### src/rtl/gerenciador_vitais.sv
// gerenciador_vitais: vital-signs scheduler for the Tamagotchi core.
// A prescaler divides clk into a life tick. On each tick three saturating
// need levels are updated from the 4-bit estado code. A sticky morreu flag
// is raised when any tracked level reaches 0.
// The alegria level is only tracked when the macro VITAIS_ALEGRIA_EN is
// defined. Otherwise the alegria output is tied to MAX_NIVEL.
module gerenciador_vitais #(
  parameter int CLK_DIV   = 50_000_000,
  parameter int W         = 4,
  parameter int MAX_NIVEL = 15,
  parameter int GANHO     = 2,
  parameter int LIMIAR    = 3
) (
  input  logic         clk,
  input  logic         rst,
  input  logic [3:0]   estado,
  output logic [W-1:0] saciedade,
  output logic [W-1:0] energia,
  output logic [W-1:0] alegria,
  output logic         tick,
  output logic         morreu,
  output logic         alerta
);

  localparam int             CW       = (CLK_DIV > 1) ? $clog2(CLK_DIV) : 1;
  localparam logic [CW-1:0]  CNT_LAST = CW'(CLK_DIV - 1);
  localparam logic [W:0]     MAX_X    = (W+1)'(MAX_NIVEL);
  localparam logic [W:0]     GANHO_X  = (W+1)'(GANHO);
  localparam logic [W:0]     ONE_X    = (W+1)'(1);
  localparam logic [W:0]     TWO_X    = (W+1)'(2);
  localparam logic [W-1:0]   MAX_L    = W'(MAX_NIVEL);
  localparam logic [W-1:0]   LIM_L    = W'(LIMIAR);

  localparam logic [3:0] ST_DORMINDO   = 4'b0001;
  localparam logic [3:0] ST_COMENDO    = 4'b0010;
  localparam logic [3:0] ST_DANDO_AULA = 4'b0100;
  localparam logic [3:0] ST_MORTO      = 4'b1000;

  // Subtract in W+1 bits; a borrow into the top bit means the result went negative.
  function automatic logic [W-1:0] f_sub(input logic [W-1:0] v, input logic [W:0] n);
    logic [W:0] t;
    t = {1'b0, v} - n;
    return t[W] ? '0 : t[W-1:0];
  endfunction

  // Add in W+1 bits and clamp to the ceiling.
  function automatic logic [W-1:0] f_add(input logic [W-1:0] v, input logic [W:0] n);
    logic [W:0] t;
    t = {1'b0, v} + n;
    return (t > MAX_X) ? MAX_L : t[W-1:0];
  endfunction

  logic [CW-1:0] r_cnt;
  logic          r_tick;
  logic          r_morreu;
  logic [W-1:0]  r_sac;
  logic [W-1:0]  r_ene;
  logic [W-1:0]  w_sac_nx;
  logic [W-1:0]  w_ene_nx;
  logic          w_upd;
  logic          w_frozen;
  logic          w_ale_zero;
  logic          w_ale_low;
  logic          w_die;

  assign w_upd    = (r_cnt == CNT_LAST);
  assign w_frozen = r_morreu || (estado == ST_MORTO);

  // Next saciedade/energia values for the current estado (hold when frozen).
  always_comb begin
    w_sac_nx = r_sac;
    w_ene_nx = r_ene;
    if (!w_frozen) begin
      case (estado)
        ST_DORMINDO: begin
          w_ene_nx = f_add(r_ene, GANHO_X);
          w_sac_nx = f_sub(r_sac, ONE_X);
        end
        ST_COMENDO: begin
          w_sac_nx = f_add(r_sac, GANHO_X);
          w_ene_nx = f_sub(r_ene, ONE_X);
        end
        ST_DANDO_AULA: begin
          w_ene_nx = f_sub(r_ene, TWO_X);
          w_sac_nx = f_sub(r_sac, ONE_X);
        end
        default: begin
          w_sac_nx = f_sub(r_sac, ONE_X);
          w_ene_nx = f_sub(r_ene, ONE_X);
        end
      endcase
    end
  end

`ifdef VITAIS_ALEGRIA_EN
  logic [W-1:0] r_ale;
  logic [W-1:0] w_ale_nx;

  // Next alegria value: recovers while teaching, unchanged while sleeping or eating.
  always_comb begin
    w_ale_nx = r_ale;
    if (!w_frozen) begin
      if (estado == ST_DANDO_AULA)
        w_ale_nx = f_add(r_ale, GANHO_X);
      else if ((estado != ST_DORMINDO) && (estado != ST_COMENDO))
        w_ale_nx = f_sub(r_ale, ONE_X);
    end
  end

  // Alegria register, updated only on the life tick.
  always_ff @(posedge clk) begin
    if (rst)
      r_ale <= MAX_L;
    else if (w_upd)
      r_ale <= w_ale_nx;
  end

  assign alegria    = r_ale;
  assign w_ale_zero = (w_ale_nx == '0);
  assign w_ale_low  = (r_ale <= LIM_L);
`else
  assign alegria    = MAX_L;
  assign w_ale_zero = 1'b0;
  assign w_ale_low  = 1'b0;
`endif

  // Death is decided from the new values so reaching 0 and dying share an edge.
  assign w_die = w_upd && !w_frozen &&
                 ((w_sac_nx == '0) || (w_ene_nx == '0) || w_ale_zero);

  // Prescaler, tick pulse, levels and sticky death flag; reset wins over a tick.
  always_ff @(posedge clk) begin
    if (rst) begin
      r_cnt    <= '0;
      r_tick   <= 1'b0;
      r_morreu <= 1'b0;
      r_sac    <= MAX_L;
      r_ene    <= MAX_L;
    end else begin
      r_tick <= w_upd;
      r_cnt  <= w_upd ? '0 : r_cnt + CW'(1);
      if (w_upd) begin
        r_sac <= w_sac_nx;
        r_ene <= w_ene_nx;
      end
      if (w_die)
        r_morreu <= 1'b1;
    end
  end

  assign saciedade = r_sac;
  assign energia   = r_ene;
  assign tick      = r_tick;
  assign morreu    = r_morreu;
  assign alerta    = (r_sac <= LIM_L) || (r_ene <= LIM_L) || w_ale_low;

endmodule
### config.mk
export PLATFORM = sky130hd
export DESIGN_NAME = gerenciador_vitais
export DESIGN_NICKNAME = d
export VERILOG_FILES = /design/src/rtl/gerenciador_vitais.sv
export SDC_FILE = /design/constraint.sdc
export NUM_CORES = 1
export LEC_CHECK = 0
export CORE_MARGIN = 1
export CORE_UTILIZATION = 50
export CTS_CLUSTER_SIZE = 30
export DETAILED_ROUTE_END_ITERATION = 8
export GPL_TIMING_DRIVEN = 0
export HOLD_SLACK_MARGIN = 0.02
export PLACE_DENSITY = 0.71
export SYNTH_ARGS = -nofsm -noshare
export SYNTH_HDL_FRONTEND = slang
export SYNTH_SLANG_ARGS = --single-unit
export TNS_END_PERCENT = 5
### constraint.sdc
create_clock -name clk -period 2.51 [get_ports clk]
set_input_delay 0.3765 -clock clk [delete_from_list [all_inputs] [get_ports clk]]
set_output_delay 0.3765 -clock clk [all_outputs]
set_load 0.02 [all_outputs]
==> qor.txt <==
Status: complete, but fails checks
Violated checks: setup timing
Comb pwr share: 6.9%
CTS root buffer: clkbuf_8
Relative slew margins: 49.7%
Clock latency on the worst-skew pair: 0.28 ns
Postcts setup bufs: 0
Worst min-delay path class: reg2reg
GR Util met1: 30.4%
Hold Crit Depth: 1
Diodes inserted: 0
DRT antenna net count: 0
Initial Utilization: 53.7%
CP Class: in2reg
Max Clock Freq: 397 MHz
Stages on worst setup path: 8
Crit path largest cell delay: 0.60 ns
First drt pass iteration count: 4
WL final: 4530 um
Post-route core utilization: 61.9%
Core Box Area: 0.00414 mm^2
CP cell instances: clkdlybuf4s50_1 -> or4b_1 -> buf_2 -> or3_2 -> nand4_1 -> nand4b_1 -> nor4_2 -> a211o_1
Post-synth cell types: 56
Vias/cell: 5.54
Port bufs: 16
Top_reg_cell synth: dfxtp_1
Seq cells post-synth: 36
Leakage: 1.03 nW
Max FO, Critical Path: 8
Number of hold violations in the final report: 0
Die Height: 68.7 um
Part of the power in the clock network: 35.3%
Arrival time at the worst endpoint: 2.75 ns
Clock Skew: 0.00603 ns
CTS tree: built
Psw: 0.221 mW
Most frequent cells in the layout: 35 x dfxtp_1, 34 x nor2_1, 27 x nand2_1
Die ar.: 0.00473 mm^2
PD cells: 391 mW/mm^2
Die width: 68.7 um
Layout Nets: 320
DR iter-0 viols: 49
GRT overflow: 0
Clock transition at path regs: 0.06 ns
# clock sinks: 36
Worst setup margin: -0.00956 ns
DRC Markers: 0
Tightest Pin Transition: 0.748 ns
TritonCTS buffer count: 5
IO Count: 21
Internal power: 0.783 mW
GRT Total Usage: 22.1%
Via count: 1933
Worst hold slack: 0.478 ns
Slew Limit Fails: 0
Met3 Use GR: 5.92%
Maxcap violations: 0
Met2 usage: 33.6%
Routed len/inst: 13.0 um
Critical path's top delay family: simple AND/OR/NAND/NOR gates
Worst vdd ir: 0.421 mV
Final setup vio count: 1
Critical Path RT: 2.74 ns
Commonest non-fill, non-tap cell in the layout: dfxtp_1
Largest net degree at the start of global routing: 11
Filler cells: 390
Synth-to-layout area growth: 15.2%
Vias in the first global route: 1693
CP max-delay cell: clkdlybuf4s50_1
Cells after Synth: 275
Post-synthesis instance area: 0.00223 mm^2
Period utilisation layout: 100%
First-pass GRT wire length: 7670 um
Post-synth ARST share: 0%
Synth Warn #: 0
Final GP Congestion: 0.908
Mean post-synth cell area: 8.10 um^2
Site row count: 23
H-tree depth: 2
Switching fraction of total power: 22.0%
Post-synth EDFFs: 0
Min Tclk post-route: 2.52 ns
Reg power frac: 57.8%
Maximum buffer depth of the clock tree: 2
RSZ-0062 raised after global routing: true
Post-DP HPWL: 3350 um
Worst R2R Path Depth: 8
Initial antenna violation count: 0
Startpoint Class: input port
Share of post-route cells with drive strength above 1: 9.03%
Buf/Inv on CP: 2
GR peak layer: met2
CP Capture Type: register
Seq/Total Area, Yosys: 32.4%
-- state kept, by name, indices dropped and copies added (netlist names) --
name,cells
morreu,1
energia,4
saciedade,4
tick,1
r_cnt,26
-- layer usage --
metal / wire [um] / up-vias
met4: 50 / 0
met5: 0 / -
li1: - / 1021
met2: 1990 / 26
met3: 141 / 4
met1: 2350 / 882
-- timing repair --
| action | CTS | global route |
|---|---|---|
| hold buffers | 0 | 0 |
| endpoints found under the setup margin | 2 | 27 |
| pin swaps | 1 | 1 |
| resized for setup | 5 | 7 |
-- worst register-to-register path: stages, from the launching register on --
cell       delay, ns
dfxtp_1         0.44
inv_1           0.19
ha_1            0.26
nor3b_1         0.17
a2111oi_1       0.52
a31oi_1         0.10
o31ai_2         0.26
nor4_1          0.10
a211o_1         0.29
-- final timing paths --
| check | startpoint | to | slack (ns) |
|---|---|---|---|
| setup / recovery | estado[1] | morreu$_SDFFE_PP0P_ | -0.01 |
| hold / removal | r_cnt[0]$_SDFF_PP0_ | r_cnt[0]$_SDFF_PP0_ | 0.48 |
| setup reg to reg | energia[1]$_SDFFE_PP1P_ | morreu$_SDFFE_PP0P_ | 0.08 |
| hold reg to reg | r_cnt[0]$_SDFF_PP0_ | r_cnt[0]$_SDFF_PP0_ | 0.48 |
-- cells in the mapped netlist, types with 2 or more instances --
cell type / instances / area (um^2)
nor3b_1: 3 / 22.5
a31oi_1: 3 / 18.8
and4_1: 4 / 35.0
o211ai_1: 9 / 67.6
nor4b_1: 5 / 43.8
nand3_1: 15 / 75.1
nor4_1: 4 / 25.0
nand2_1: 28 / 105
dfxtp_1: 36 / 721
or2b_1: 2 / 15.0
buf_2: 3 / 15.0
nor2_1: 34 / 128
o311ai_0: 2 / 17.5
o21ai_0: 10 / 50.1
ha_1: 13 / 163
xor2_1: 13 / 114
a21oi_1: 7 / 35.0
or4b_1: 2 / 20.0
buf_4: 4 / 30.0
and3_1: 3 / 18.8
nor2b_1: 3 / 18.8
o31ai_1: 2 / 15.0
and2_1: 2 / 12.5
or4b_2: 2 / 20.0
clkbuf_1: 4 / 15.0
inv_1: 12 / 45.0
or2_1: 2 / 12.5
nor3_1: 5 / 25.0
nand4_1: 6 / 37.5
xnor2_1: 11 / 96.3
-- area by class of cell --
cell class              count  area (um^2)  area share, %
plain buffers              12         67.6           2.63
clock buffers               5         68.8           2.68
inverters                  13         48.8           1.90
multi-input cells         217         1440           56.0
flip-flops and latches     36          722           28.1
well taps                  50         62.6           2.44
repair buffers             16          159           6.19
-- logic make-up after synthesis --
logic type	Yosys count	synth area share (%)
multiplexers	1	0.449
buffers and inverters	25	5.11
AND/OR/NAND/NOR	130	31.4
XOR/XNOR	24	9.44
other	1	0.168
AO/OA/AOI/OAI	45	13.8
flip-flops	36	32.4
adder cells (fa/ha/maj)	13	7.30
-- power by group through the flow --
stage / Clock [mW] / Sequential [mW] / Combinational, mW
floorplan: 0 / 0.591 / 0.0444
global placement: 0 / 0.592 / 0.0655
detailed placement: 0 / 0.592 / 0.0662
CTS: 0.369 / 0.579 / 0.0665
global route: 0.387 / 0.580 / 0.0783
finish: 0.354 / 0.579 / 0.0695
-- through the flow --
step                setup TNS [ns]  cell area, um^2  std cells  setup WS [ns]  power, mW
floorplan                        0             2240        278          0.142      0.636
global placement            -0.492             2460        344         -0.320      0.657
detailed placement          -0.469             2460        344         -0.325      0.658
CTS                              0             2530        349         0.0120       1.01
global route                -0.132             2570        349         -0.132       1.05
finish                    -0.00956             2570        349       -0.00956       1.00
Note: power is estimated with default switching activity, not from simulation.
